<file path="config.mk">
export PLATFORM = sky130hd
export DESIGN_NAME = if_fetch_unit_flat
export DESIGN_NICKNAME = d
export VERILOG_FILES = /design/src/rtl/if_fetch_unit_if.sv /design/src/rtl/if_fetch_unit.sv /design/src/flat_wrapper.sv
export SDC_FILE = /design/constraint.sdc
export NUM_CORES = 1
export LEC_CHECK = 0
export ABC_AREA = 1
export ABC_CLOCK_PERIOD_IN_PS = 5500
export CAP_MARGIN = 20
export CORE_ASPECT_RATIO = 0.75
export CORE_UTILIZATION = 51
export DETAILED_ROUTE_END_ITERATION = 7
export GPL_TIMING_DRIVEN = 0
export HOLD_SLACK_MARGIN = 0.02
export MAX_ROUTING_LAYER = met4
export PLACE_DENSITY = 0.87
export SLEW_MARGIN = 25
export SYNTH_ARGS = -nofsm -noshare
export SYNTH_HDL_FRONTEND = slang
export SYNTH_SLANG_ARGS = --single-unit
</file>
<file path="constraint.sdc">
create_clock -name cpu_clk_50M -period 5.5 [get_ports cpu_clk_50M]
set_clock_uncertainty 0.15 [all_clocks]
set_input_delay 1.1 -clock cpu_clk_50M [delete_from_list [all_inputs] [get_ports cpu_clk_50M]]
set_output_delay 1.1 -clock cpu_clk_50M [all_outputs]
set_load 0.005 [all_outputs]
</file>
<file path="src/rtl/if_fetch_unit_if.sv">
// SRAM-like instruction fetch bus between the fetch unit and the bridge.
interface if_fetch_unit_if;
  localparam int unsigned ADDR_W = 32;
  localparam int unsigned DATA_W = 32;

  logic              inst_req;
  logic [ADDR_W-1:0] inst_addr;
  logic              inst_addr_ok;
  logic              inst_data_ok;
  logic [DATA_W-1:0] inst_rdata;

  // Fetch unit side: issues requests, consumes handshakes and data.
  modport master (
    output inst_req,
    output inst_addr,
    input  inst_addr_ok,
    input  inst_data_ok,
    input  inst_rdata
  );

  // Bridge side.
  modport slave (
    input  inst_req,
    input  inst_addr,
    output inst_addr_ok,
    output inst_data_ok,
    output inst_rdata
  );
endinterface

</file>
<file path="src/rtl/if_fetch_unit.sv">
// Instruction fetch stage: PC sequencing, single-outstanding SRAM-like fetch,
// IF/ID presentation with stall/flush/jump redirection.
module if_fetch_unit (
  input  logic                cpu_clk_50M,
  input  logic                cpu_rst_n,
  input  logic [3:0]          stall,
  input  logic                flush,
  input  logic [31:0]         flush_pc,
  input  logic                jump_flag,
  input  logic [31:0]         jump_addr,
  if_fetch_unit_if.master     bus,
  output logic [31:0]         if_pc,
  output logic [31:0]         inst_o,
  output logic [4:0]          if_exccode,
  output logic                stallreq_if
);

  localparam int unsigned XLEN  = 32;
  localparam int unsigned EXC_W = 5;

  localparam logic [XLEN-1:0]  PC_RESET = 32'hBFC0_0000;
  localparam logic [XLEN-1:0]  PC_STEP  = 32'd4;
  localparam logic [EXC_W-1:0] EXC_NONE = 5'h10;
  localparam logic [EXC_W-1:0] EXC_ADEL = 5'h04;

  typedef enum logic [1:0] {
    S_IDLE = 2'd0,
    S_REQ  = 2'd1,
    S_WAIT = 2'd2,
    S_HOLD = 2'd3
  } state_t;

  state_t          r_state, w_state_n;
  logic [XLEN-1:0] r_pc, w_pc_n;
  logic [XLEN-1:0] r_buf, w_buf_n;
  logic            r_discard, w_discard_n;
  logic            r_pend_vld, w_pend_vld_n;
  logic [XLEN-1:0] r_pend_addr, w_pend_addr_n;

  logic            w_misal;
  logic            w_beat;
  logic            w_req;
  logic            w_avail;
  logic            w_outstanding;
  logic [1:0]      w_unused_stall;

  // Upper stall bits belong to later stages.
  assign w_unused_stall = stall[3:2];

  // Fetch status decode.
  assign w_misal = (r_pc[1:0] != 2'b00);
  assign w_beat  = (r_state == S_WAIT) && bus.inst_data_ok && !r_discard;
  assign w_req   = (r_state == S_REQ) && !w_misal && !r_discard;
  assign w_avail = ((r_state != S_IDLE) && w_misal) || w_beat || (r_state == S_HOLD);
  // A bridge transaction will still be in flight after this edge.
  assign w_outstanding = ((r_state == S_WAIT) && !bus.inst_data_ok)
                       || (w_req && bus.inst_addr_ok)
                       || (r_discard && !bus.inst_data_ok);

  // Bus and IF/ID outputs; the returning beat bypasses the buffer.
  assign bus.inst_req  = w_req;
  assign bus.inst_addr = r_pc;
  assign if_pc         = r_pc;
  assign inst_o        = w_misal ? '0 : (w_beat ? bus.inst_rdata : r_buf);
  assign if_exccode    = w_misal ? EXC_ADEL : EXC_NONE;
  assign stallreq_if   = ((r_state == S_REQ) || (r_state == S_WAIT)) && !w_avail;

  // State, PC and side registers.
  always_ff @(posedge cpu_clk_50M or negedge cpu_rst_n) begin
    if (!cpu_rst_n) begin
      r_state     <= S_IDLE;
      r_pc        <= PC_RESET;
      r_buf       <= '0;
      r_discard   <= 1'b0;
      r_pend_vld  <= 1'b0;
      r_pend_addr <= '0;
    end else begin
      r_state     <= w_state_n;
      r_pc        <= w_pc_n;
      r_buf       <= w_buf_n;
      r_discard   <= w_discard_n;
      r_pend_vld  <= w_pend_vld_n;
      r_pend_addr <= w_pend_addr_n;
    end
  end

  // Next-state: flush first, then delivery/advance, then request handshake.
  always_comb begin
    w_state_n     = r_state;
    w_pc_n        = r_pc;
    w_buf_n       = r_buf;
    w_discard_n   = r_discard;
    w_pend_vld_n  = r_pend_vld;
    w_pend_addr_n = r_pend_addr;

    if (r_state == S_IDLE) begin
      w_state_n = S_REQ;
    end else if (flush) begin
      w_pc_n       = flush_pc;
      w_state_n    = S_REQ;
      w_discard_n  = w_outstanding;
      w_pend_vld_n = 1'b0;
    end else begin
      if (r_discard && bus.inst_data_ok) begin
        w_discard_n = 1'b0;
      end
      if (w_beat) begin
        w_buf_n = bus.inst_rdata;
      end
      if (w_avail) begin
        if (stall[1] || stall[0]) begin
          w_state_n = S_HOLD;
        end else begin
          if (jump_flag) begin
            w_pc_n = jump_addr;
          end else if (r_pend_vld) begin
            w_pc_n = r_pend_addr;
          end else begin
            w_pc_n = XLEN'(r_pc + PC_STEP);
          end
          w_pend_vld_n = 1'b0;
          w_state_n    = S_REQ;
        end
      end else begin
        if (w_req && bus.inst_addr_ok) begin
          w_state_n = S_WAIT;
        end
        // Redirect seen while the fetch is incomplete is applied at the next advance.
        if (jump_flag) begin
          w_pend_vld_n  = 1'b1;
          w_pend_addr_n = jump_addr;
        end
      end
    end
  end

endmodule
</file>
<file path="src/flat_wrapper.sv">
// flat-port wrapper written by rule: the top's interface ports become plain ports
module if_fetch_unit_flat 
  (cpu_clk_50M, cpu_rst_n, stall, flush, flush_pc, jump_flag, jump_addr, if_pc, inst_o, if_exccode, stallreq_if, bus_inst_req, bus_inst_addr, bus_inst_addr_ok, bus_inst_data_ok, bus_inst_rdata);
  if_fetch_unit_if bus_i ();
  input  logic cpu_clk_50M;
  input  logic cpu_rst_n;
  input  logic [3:0] stall;
  input  logic flush;
  input  logic [31:0] flush_pc;
  input  logic jump_flag;
  input  logic [31:0] jump_addr;
  output logic [31:0] if_pc;
  output logic [31:0] inst_o;
  output logic [4:0] if_exccode;
  output logic stallreq_if;
  output wire logic [$bits(bus_i.inst_req)-1:0] bus_inst_req;
  output wire logic [$bits(bus_i.inst_addr)-1:0] bus_inst_addr;
  input wire logic [$bits(bus_i.inst_addr_ok)-1:0] bus_inst_addr_ok;
  input wire logic [$bits(bus_i.inst_data_ok)-1:0] bus_inst_data_ok;
  input wire logic [$bits(bus_i.inst_rdata)-1:0] bus_inst_rdata;
  assign bus_inst_req = bus_i.inst_req;
  assign bus_inst_addr = bus_i.inst_addr;
  assign bus_i.inst_addr_ok = bus_inst_addr_ok;
  assign bus_i.inst_data_ok = bus_inst_data_ok;
  assign bus_i.inst_rdata = bus_inst_rdata;
  if_fetch_unit u_core (.cpu_clk_50M(cpu_clk_50M), .cpu_rst_n(cpu_rst_n), .stall(stall), .flush(flush), .flush_pc(flush_pc), .jump_flag(jump_flag), .jump_addr(jump_addr), .bus(bus_i), .if_pc(if_pc), .inst_o(inst_o), .if_exccode(if_exccode), .stallreq_if(stallreq_if));
endmodule
</file>
==> impl_metrics.env, run 1 <==
export IMPL_post_place_ws_ps=1310
export IMPL_fmax_ghz=0.239
export IMPL_syn_to_final_growth_pct=40.4
export IMPL_arrival_ps=2930
export IMPL_fin_crit_sh=0.760
export IMPL_postCtsSetupBuffers=0
export IMPL_r2r_cells=11
export IMPL_path_cells="clkdlybuf4s50_1 -> nand3_2 -> buf_2 -> mux2i_1 -> nor2_1 -> clkdlybuf4s50_1"
export IMPL_diodes=0
export IMPL_io_pins=209
export IMPL_vdd_drop_max_mv=0.288
export IMPL_cts_root_buf="clkbuf_16"
export IMPL_postLayoutCoreUtil=0.732
export IMPL_min_path_type="reg -> reg"
export IMPL_portBuffers=202
export IMPL_synthFlopType="dfrtp_1"
export IMPL_num_vias=6800
export IMPL_grt_max_degree=73
export IMPL_async_flop_share=1.00
export IMPL_clkLatencyLatePin_ps=360
export IMPL_wl_um=21000
export IMPL_whs_path_depth=2
export IMPL_gp_congestion=0.978
export IMPL_grt_total_usage=0.341
export IMPL_critPathMaxStageDelay_ps=540
export IMPL_crit_type="in -> out"
export IMPL_synth_edf_count=0
export IMPL_worstMarginPinSlew_ps=673
export IMPL_crit_buf_inv=3
export IMPL_core_um2=12300
export IMPL_synth_ff_latch_count=100
export IMPL_final_common_cell="nand2_1"
export IMPL_leakagePower_nw=4.25
export IMPL_slowest_stage="clkdlybuf4s50_1"
export IMPL_period_needed_ps=4180
export IMPL_crit_fanout=10
export IMPL_worstPathRequired_ps=4250
export IMPL_cap_violations=0
export IMPL_synth_warnings=0
export IMPL_grt_pass1_wl_um=33400
export IMPL_finalSetupViolCount=0
export IMPL_clkSinkCount=100
export IMPL_numCtsBuffers=9
export IMPL_status="complete, no violations"
export IMPL_mostFrequentLayoutCells="270 x nand2_1, 201 x clkdlybuf4s50_1, 120 x nor2_1, 91 x dfrtp_1, 66 x o21ai_0"
export IMPL_max_slew_margin_rel=0.551
export IMPL_powerDensity_nw_per_um2=483
export IMPL_hold_ws_ps=336
export IMPL_wl_per_cell_um=16.5
export IMPL_path_common_cell="clkdlybuf4s50_1"
export IMPL_synth_area_um2=6390
export IMPL_cts_hold_repair_buffers=0
export IMPL_post_cts_resized=0
export IMPL_htree_levels=3
export IMPL_hpwl_um=16000
export IMPL_syn_inst=891
export IMPL_ant_nets=0
export IMPL_cts_tree="built"
export IMPL_drv_slew=0
export IMPL_initial_utilization=0.521
export IMPL_synth_seq_area_share=0.393
export IMPL_path_clk_slew_ps=80
export IMPL_cp_top_family="buffers and inverters"
export IMPL_via_per_inst=5.32
export IMPL_finalWorstSetupSlack_ps=1320
export IMPL_die_y_um=99.0
export IMPL_rows=35
export IMPL_synth_cell_type_count=43
export IMPL_cts_buffer_depth=2
export IMPL_first_iter_violations=674
export IMPL_dieArea_um2=13000
export IMPL_drive_gt1_frac=0.105
export IMPL_grt_pass1_vias=6421
export IMPL_start_kind="input pin"
export IMPL_total_power_mw=4.33
export IMPL_overflow=0
export IMPL_antenna_found_initial=0
export IMPL_synth_area_per_cell_um2=7.17
export IMPL_end_kind="output pin"
export IMPL_hold_violations=0
export IMPL_drc=0
export IMPL_final_nets=1218
export IMPL_rsz0062_at_grt="no"
export IMPL_dr_pass1_iters=5
export IMPL_path_depth=6
export IMPL_die_w_um=131
==> sequential cells by signal (all words and copies together), names as in the netlist <==
signal and count:
u_core.bus.inst_addr 32, u_core.r_buf 32, u_core.r_pend_addr 32, u_core.r_state 2
u_core.r_discard 1, u_core.r_pend_vld 1
==> kinds of logic after synthesis <==
group                    synth area share
AND/OR/NAND/NOR                     0.291
other                            0.000587
XOR/XNOR                          0.00137
multiplexers                       0.0501
adder cells (fa/ha/maj)           0.00979
flip-flops                          0.393
AO/OA/AOI/OAI                       0.141
buffers and inverters               0.113
==> tightest hold or removal path, delay by kind of cell, from the launching register on <==
| family | cells | cell delay [ps] |
|---|---|---|
| AND/OR/NAND/NOR | 2 | 110 |
| flip-flops | 1 | 350 |
==> report_power, final <==
part           total, mW  switching, mW  internal (mW)
Combinational       2.24           1.10           1.14
Sequential          1.41          0.338           1.07
Clock              0.682          0.317          0.365
Total               4.33           1.76           2.57
==> area by class of cell <==
class	count	area (µm²)
clock inverters	7	92.6
plain buffers	76	474
well taps	166	208
flip-flops and latches	100	2510
inverters	66	250
multi-input cells	651	3160
repair buffers	203	2050
clock buffers	9	225
fillers	993	3290
==> per-layer routing <==
layer | routed length [µm] | vias to the layer above | track usage | part of all wire
li1 | - | 3268 | - | -
met1 | 9650 | 3138 | 0.486 | 0.46
met2 | 8790 | 356 | 0.486 | 0.42
met3 | 2180 | 38 | 0.0741 | 0.10
met4 | 416 | 0 | 0.0930 | 0.020
met5 | 0 | - | - | 0
==> worst paths after layout <==
check | from | end | slack (ps)
worst min-delay path | u_core.r_pend_addr[9] | u_core.r_pend_addr[9] | 340
worst max register to register | u_core.bus.inst_addr[10] | u_core.bus.inst_addr[31] | 3300
worst min register to register | u_core.r_pend_addr[9] | u_core.r_pend_addr[9] | 340
max in group asynchronous | cpu_rst_n | u_core.bus.inst_addr[24] | 4060
worst max-delay path | bus_inst_data_ok | inst_o[1] | 1320
min in group asynchronous | cpu_rst_n | u_core.bus.inst_addr[30] | 460
==> stage by stage <==
step / instance area (µm²) / cells / TNS, ps
final: 8980 / 1278 / 0
after global routing: 8980 / 1278 / 0
after CTS: 8980 / 1278 / 0
after detailed placement: 8660 / 1262 / 0
after global placement: 8630 / 1261 / -57980
after floorplan: 6400 / 893 / 0
==> cell usage after synthesis, drive strengths merged, types with 3 or more instances <==
cell type,n,area [µm²]
nand3,36,203
a22o,3,26.3
dfrtp,91,2280
o21ai,89,445
o211ai,9,67.6
a21oi,38,190
nor2,130,553
dfstp,9,236
mux2i,32,320
buf,60,414
clkbuf,16,60.1
a21boi,4,30.0
inv,65,246
a221oi,5,43.8
ha,5,62.6
a31o,3,26.3
nand2,279,1070
Power figures use the tool's default switching activity.
==> inputs of run 2 (changes only) <==
--- a/config.mk
+++ b/config.mk
@@ -6,15 +6,15 @@
 export NUM_CORES = 1
 export LEC_CHECK = 0
 export ABC_AREA = 1
-export ABC_CLOCK_PERIOD_IN_PS = 5500
+export ABC_CLOCK_PERIOD_IN_PS = 3400
 export CAP_MARGIN = 20
 export CORE_ASPECT_RATIO = 0.75
-export CORE_UTILIZATION = 51
+export CORE_UTILIZATION = 43
 export DETAILED_ROUTE_END_ITERATION = 7
 export GPL_TIMING_DRIVEN = 0
 export HOLD_SLACK_MARGIN = 0.02
 export MAX_ROUTING_LAYER = met4
-export PLACE_DENSITY = 0.87
+export PLACE_DENSITY = 0.79
 export SLEW_MARGIN = 25
 export SYNTH_ARGS = -nofsm -noshare
 export SYNTH_HDL_FRONTEND = slang
==> constraint.sdc (replaced) <==
create_clock -name cpu_clk_50M -period 3.4 [get_ports cpu_clk_50M]
set_clock_uncertainty 0.15 [all_clocks]
set_input_delay 0.68 -clock cpu_clk_50M [delete_from_list [all_inputs] [get_ports cpu_clk_50M]]
set_output_delay 0.68 -clock cpu_clk_50M [all_outputs]
set_load 0.005 [all_outputs]
==> run 2 against run 1 <==
Effect of this change: sequential power grew 61%; via count shrank 0.22%; non-clock buffer count is the same; die area grew 18%; final area grew 0.66%; total power grew 63%; sequential share of layout area shrank 0.18 points; core utilization shrank 11 points; sequential cell count is the same; critical path type unchanged; highest routed layer unchanged.
==> impl_metrics.env, run 2 (same netlist as run 1, synthesis figures left out) <==
export IMPL_cts_hold_repair_buffers=0
export IMPL_total_power_mw=7.05
export IMPL_dpl_cell_count=1296
export IMPL_path_common_cell="clkdlybuf4s50_1"
export IMPL_period_needed_ps=3320
export IMPL_worstPathRequired_ps=2570
export IMPL_path_cells="clkdlybuf4s50_1 -> nand3_2 -> clkbuf_4 -> mux2i_1 -> nor2_1 -> clkdlybuf4s50_1"
export IMPL_num_vias=6785
export IMPL_first_iter_violations=575
export IMPL_gp_congestion=0.948
export IMPL_ant_nets=0
export IMPL_grt_total_usage=0.297
export IMPL_drc=0
export IMPL_drv_slew=0
export IMPL_grt_pass1_wl_um=33600
export IMPL_syn_to_final_growth_pct=41.3
export IMPL_hold_violations=0
export IMPL_fin_crit_sh=0.975
export IMPL_grt_pass1_vias=6281
export IMPL_cts_tree="built"
export IMPL_numCtsBuffers=9
export IMPL_crit_fanout=10
export IMPL_overflow=0
export IMPL_hpwl_um=16400
export IMPL_final_nets=1218
export IMPL_end_kind="output pin"
export IMPL_rsz0062_at_grt="yes"
export IMPL_crit_buf_inv=3
export IMPL_start_kind="input pin"
export IMPL_arrival_ps=2490
export IMPL_reg2reg_slack_ps=1120
export IMPL_fillers=1281
export IMPL_clkSinkCount=100
export IMPL_wl_per_cell_um=16.4
export IMPL_cap_violations=0
export IMPL_die_w_um=143
export IMPL_finalWorstSetupSlack_ps=84.8
export IMPL_wl_um=21500
export IMPL_final_common_cell="nand2_1"
export IMPL_io_pins=209
export IMPL_worstMarginPinSlew_ps=687
export IMPL_core_um2=14500
export IMPL_rows=38
export IMPL_powerDensity_nw_per_um2=780
export IMPL_clkLatencyLatePin_ps=350
export IMPL_cp_top_family="buffers and inverters"
export IMPL_max_slew_margin_rel=0.540
export IMPL_path_clk_slew_ps=70
export IMPL_finalSetupViolCount=0
export IMPL_dr_pass1_iters=5
export IMPL_min_path_type="in -> async"
export IMPL_slowest_stage="clkdlybuf4s50_1"
export IMPL_antenna_found_initial=0
export IMPL_htree_levels=3
export IMPL_diodes=0
export IMPL_vdd_drop_max_mv=0.406
export IMPL_drive_gt1_frac=0.104
export IMPL_critPathMaxStageDelay_ps=530
export IMPL_fmax_ghz=0.302
export IMPL_portBuffers=202
export IMPL_die_y_um=108
export IMPL_post_place_ws_ps=59.6
export IMPL_dieArea_um2=15400
export IMPL_cts_root_buf="clkbuf_16"
export IMPL_status="complete, no violations"
export IMPL_via_per_inst=5.17
export IMPL_cts_buffer_depth=2
export IMPL_stdcell_count=1312
export IMPL_leakagePower_nw=4.25
export IMPL_crit_type="in -> out"
export IMPL_initial_utilization=0.441
export IMPL_mostFrequentLayoutCells="270 x nand2_1, 201 x clkdlybuf4s50_1, 120 x nor2_1, 91 x dfrtp_1, 66 x o21ai_0"
export IMPL_grt_max_degree=64
run 2: path summary, 6_finish.rpt:
path	from	endpoint	depth (start not counted)
hold reg to reg	u_core.r_pend_addr[12]	u_core.r_pend_addr[12]	2
setup / recovery	bus_inst_data_ok	inst_o[26]	6
hold / removal	cpu_rst_n	u_core.r_pend_addr[25]	1
setup reg to reg	u_core.bus.inst_addr[8]	u_core.bus.inst_addr[31]	11
max in group asynchronous	cpu_rst_n	u_core.bus.inst_addr[24]	2
min in group cpu_clk_50M	u_core.r_pend_addr[12]	u_core.r_pend_addr[12]	2
run 2: through the flow:
stage | setup TNS [ps] | utilization | instance area (µm²) | hold slack (ps)
after floorplan | 0 | - | 6400 | 234
after global placement | -233520 | 0.598 | 8670 | 313
after detailed placement | 0 | 0.600 | 8700 | 316
after CTS | 0 | 0.623 | 9030 | 84.8
after global routing | 0 | 0.623 | 9030 | 97.2
final | 0 | 0.623 | 9030 | 72.5
run 2: power breakdown:
part | internal [mW] | switching [mW] | total (mW)
Sequential | 1.73 | 0.540 | 2.27
Combinational | 1.84 | 1.78 | 3.62
Clock | 0.670 | 0.479 | 1.15
Total | 4.25 | 2.80 | 7.05
run 2: metal layers:
metal  share of wire  up-vias  wire length [µm]  GRT usage
li1                -     3256                 -          -
met1            0.48     3187             10400      0.444
met2            0.41      317              8900      0.410
met3           0.092       25              1970     0.0654
met4           0.011        0               235     0.0522
met5               0        -                 0          -
run 2: final cells by class:
cell class / instances / area [µm²] / share of cell area
flip-flops and latches: 100 / 2510 / 0.278
clock buffers: 11 / 243 / 0.0269
repair buffers: 203 / 2050 / 0.227
inverters: 66 / 250 / 0.0277
multi-input cells: 651 / 3160 / 0.350
clock inverters: 5 / 83.8 / 0.00928
well taps: 200 / 250 / 0.0277
plain buffers: 76 / 482 / 0.0533
run 2: what timing repair did:
action	CTS	global route
setup endpoints to repair	0	12
setup buffers	0	0
gates resized for setup	0	5
==> variant 1 (settings of run 2) <==
Encoding of `state_t`: now Gray code (2 bits for 4 states).
--- a/src/rtl/if_fetch_unit.sv
+++ b/src/rtl/if_fetch_unit.sv
@@ -24,10 +24,10 @@
   localparam logic [EXC_W-1:0] EXC_ADEL = 5'h04;
 
   typedef enum logic [1:0] {
-    S_IDLE = 2'd0,
-    S_REQ  = 2'd1,
-    S_WAIT = 2'd2,
-    S_HOLD = 2'd3
+    S_IDLE = 2'b00,
+    S_REQ  = 2'b01,
+    S_WAIT = 2'b11,
+    S_HOLD = 2'b10
   } state_t;
 
   state_t          r_state, w_state_n;
Formal check against the unedited RTL: no difference found for any inputs over 4 cycles, from zero or initial values and one cycle with cpu_rst_n low; so few cycles prove little.
==> variant 1 against run 2 <==
  * The flow now finishes with violations (setup timing)
  * Clock power fell by 11%
  * Routed wire length rose by 0.20%
  * First-iteration DRC count rose by 19%
  * Sequential cell count did not move
  * Via count rose by 1.8%
  * Combinational power rose by 11%
  * Setup slack got worse by 0.16 ns
  * Critical endpoint is now inst_o[18]
  * Cell area rose by 0.51%
  * Synthesized area fell by 2.0%
  * Global-route usage fell by 0.21 points
  * Total power rose by 6.5%
==> variant 1: results <==
group,metric,value,unit
clock_tree,cts_resized,8,
sta,relSlewSlack,50.1,%
routing,routed_wl,21500,um
finish,signal_buffers,293,
finish,fillers,1239,
power_and_ir_drop,pwr-share-comb,53.7,%
routing,top_layer,"met4",
grt,grt_usage,29.5,%
finish,multi_input_comb_cells,682,
grt,grt_pass1_vias,6341,
placed_design,dp_hpwl,15800,um
synth,synthDominantCellAreaShare,36.4,%
setup_path,reg2regPathDepth,10,
grt,use_met3,7.21,%
synth,synth.mux.area_fraction,5.27,%
setup_path,max_stage_delay,0.49,ns
synth,yosys.area_share.xor_xnor,0.140,%
setup_path,critPathMaxFanout,9,
setup_path,timing.rr.end,"u_core.bus.inst_addr[18]",
finish,multi_input_area_share,35.7,%
synth,synthTopCellsByArea,"dfrtp_1 36%, nand2_1 18%, nor2_1 8.8%",
power_and_ir_drop,ir_drop,455,uV
finish,fin_area,9080,sq um
routing,met2_length,9100,um
synth,synth_adder_area_share,0.200,%
setup_path,reg2reg_slack,0.90,ns
sta,setup_ws,-0.0729,ns
synth,seq_area_frac_synth,40.1,%
clock_tree,post-cts-setup-buffers,2,
finish,layout-drive-gt1-share,10.1,%
finish,clkbuf_count,10,
run_status,violations,"setup timing",
routing,first_iter_violations,684,
routing,wl_met3,2080,um
power_and_ir_drop,p_leak,4.15,nW
setup_path,rr_startpoint,"u_core.bus.inst_addr[2]",
grt,gr-usage-met2,41.3,%
finish,nets,1238,
setup_path,cp_data_arrival_time,2.64,ns
routing,viasPerCell,5.19,
routing,wl_met1,9980,um
grt,grt_first_pass_wirelength,33200,um
run_status,status,"complete, but fails checks",
finish,clkCellAreaFrac,3.13,%
synth,synth-compound-area-share,10.3,%
grt,met1_usage,41.7,%
grt,grt_max_degree,60,
power_and_ir_drop,p_clk,1.02,mW
setup_path,endpoint,"inst_o[18]",
synth,synth_common_cells,"297 x nand2_1, 147 x nor2_1, 91 x dfrtp_1",
sta,setup_viol,9,
placed_design,gp_congestion,0.957,
finish,inverters,45,
power_and_ir_drop,switching_share,40.2,%
placed_design,dpl_cell_area,8570,sq um
variant 1: changes by cell type in the layout (fill, tap and decap cells not counted), sizes merged, moves of 5 or more:
cell                  run 2  this run
clkbuf                   28        37
a21oi                    38        28
nand3                    36        72
nor2                    130       148
clkdlybuf4s50           201       195
nand2                   279       298
o21ai                    89        66
inv                      66        48
dlymetal6s2s              0         5
variant 1: per-stage QoR:
| stage | utilization [%] | setup TNS (ns) | std cells | worst slack [ns] | hold slack (ns) |
|---|---|---|---|---|---|
| floorplan | - | 0 | 908 | 0.973 | 0.234 |
| global placement | 61.1 | -234.79 | 1305 | -2.42 | 0.304 |
| detailed placement | 61.3 | -5.37 | 1306 | -0.222 | 0.309 |
| CTS | 63.6 | -0.0211 | 1323 | -0.0198 | 0.0992 |
| global route | 65.0 | -1.92 | 1330 | -0.177 | 0.114 |
| finish | 65.0 | -0.173 | 1330 | -0.0729 | 0.0895 |
==> variant 2 (settings of run 2) <==
Made on the original files. Reset style: synchronous (`cpu_rst_n`), changed in one clocked block.
--- a/src/rtl/if_fetch_unit.sv
+++ b/src/rtl/if_fetch_unit.sv
@@ -66,7 +66,7 @@
   assign stallreq_if   = ((r_state == S_REQ) || (r_state == S_WAIT)) && !w_avail;
 
   // State, PC and side registers.
-  always_ff @(posedge cpu_clk_50M or negedge cpu_rst_n) begin
+  always_ff @(posedge cpu_clk_50M) begin
     if (!cpu_rst_n) begin
       r_state     <= S_IDLE;
       r_pc        <= PC_RESET;
Behaviour: differs if cpu_rst_n is asserted again (counterexample within 4 cycles, from zero or initial values and one cycle with cpu_rst_n low); with cpu_rst_n held inactive, the same outputs for 4 cycles.
==> variant 2 against run 2 <==
  * Register-to-register slack worse by 0.28 ns
  * Synthesized area down 0.67%
  * Sequential cell count unchanged
  * Sequential share of layout area down 5.4 points
  * Core utilization down 0.54 points
  * Cell area down 1.2%
  * Setup slack better by 0.037 ns
  * Routed wire length up 5.5%
  * Count of clock-buffer cells in the layout up 2
  * Final cell count up 6.3%
Power is not compared: it rests on default switching activity, and its combinational part moved more than twofold at a synthesized area within 25%.
==> variant 2: results <==
group,metric,value,unit
placed_design,gp_congestion,0.999,
finish,num_antenna_cells,0,
power_and_ir_drop,ir_drop,267,uV
job,drv_cap,0,
routing,wl_met1,10700,um
routing,first_iter_violations,690,
grt,antenna_found_initial,0,
placed_design,dp_slack,0.0858,ns
grt,grt_max_degree,16,
routing,met2_length,9170,um
clock_tree,clk_latency,0.35,ns
finish,nets,1301,
clock_tree,cts.path.max_buffers,2,
hold_path,hold_class,"flop to flop",
clock_tree,numCtsBuffers,9,
routing,top_layer,"met4",
placed_design,portBuffers,202,
grt,use_met3,4.73,%
grt,grt_pass1_vias,6248,
synth,syn_area_per_cell,6.51,sq um
sta,relSlewSlack,51.6,%
clock_tree,cts-htree-levels,3,
grt,overflow,0,
grt,met1_usage,44.8,%
synth,synth_common_cells,"209 x nand2_1, 199 x nor2_1, 100 x dfxtp_1",
setup_path,reg2reg_slack,0.84,ns
synth,synthTopCellsByArea,"dfxtp_1 32%, nand2_1 12%, nor2_1 12%",
clock_tree,clk_pin_slew,0.07,ns
finish,stdcell_count,1395,
routing,dr.pass1.iters,6,
synth,ys.flop_type,"dfxtp_1",
clock_tree,post-cts-setup-buffers,0,
setup_path,cp_top_family,"buffers and inverters",
setup_path,max_stage_delay,0.48,ns
grt,grt_usage,30.5,%
clock_tree,cts-root-buf,"clkbuf_16",
finish,fillers,1379,
synth,seq_area_frac_synth,31.5,%
grt,grt_first_pass_wirelength,34200,um
placed_design,dpl_cell_area,8630,sq um
routing,wl_per_cell,16.3,um
routing,wl_met3,2460,um
grt,gr-usage-met2,42.6,%
placed_design,dp_hpwl,17100,um
setup_path,cp_data_arrival_time,2.45,ns
sta,fin_hold_ws,0.310,ns
synth,async_flop_share,0,%
run_status,status,"completed",
synth,ys_types,43,
routing,num_vias,7287,
synth,synthDominantCellAreaShare,31.5,%
finish,layout-drive-gt1-share,8.79,%
sta,finalCritPeriodShare,96.4,%
## variant 2: changes by cell type in the layout (fill, tap and decap cells not counted), sizes merged, moves of 6 or more
cell           run 2  this run
dfxtp              0       100
o21ai             89        74
inv               66        72
dfrtp             91         0
dfstp              9         0
o211ai             9        35
a21oi             38        77
nor2             130       209
clkbuf            28        42
nand3b             0         9
nand2            279       217
## variant 2: final timing paths
check | startpoint | end | cells past startpoint
worst max-delay path | bus_inst_data_ok | inst_o[11] | 6
worst min-delay path | u_core.r_pend_addr[12] | u_core.r_pend_addr[12] | 2
worst max register to register | u_core.bus.inst_addr[3] | u_core.bus.inst_addr[26] | 12
worst min register to register | u_core.r_pend_addr[12] | u_core.r_pend_addr[12] | 2
## variant 2: kinds of logic (layout without fill, tap and decap cells)
logic type | Yosys count | after routing | share of synthesized area (%)
AND/OR/NAND/NOR | 476 | 476 | 31.1
buffers and inverters | 163 | 381 | 13.7
multiplexers | 31 | 31 | 4.89
XOR/XNOR | 5 | 5 | 0.690
AO/OA/AOI/OAI | 194 | 194 | 17.0
adder cells (fa/ha/maj) | 5 | 5 | 0.985
other | 1 | 3 | 0.0591
flip-flops | 100 | 100 | 31.5
## variant 2: final cells by class
class	count	area [sq um]	area share, %
Buffer	89	596	6.67
Tap cell	200	250	2.80
Multi-Input combinational cell	714	3490	39.0
Timing Repair Buffer	202	2020	22.6
Inverter	74	282	3.15
Sequential cell	100	2000	22.4
Clock inverter	3	20.0	0.224
Clock buffer	13	270	3.03
## variant 2: timing repair
item | CTS | global route
gates resized for setup | 0 | 5
setup endpoints to repair | 0 | 22
endpoints found under the hold margin | 0 | 0
## variant 2: where the power goes
part / total [mW] / internal, mW / switching, mW
combinational: 0.942 / 0.488 / 0.454
sequential: 1.35 / 1.26 / 0.0926
clock: 1.02 / 0.556 / 0.460
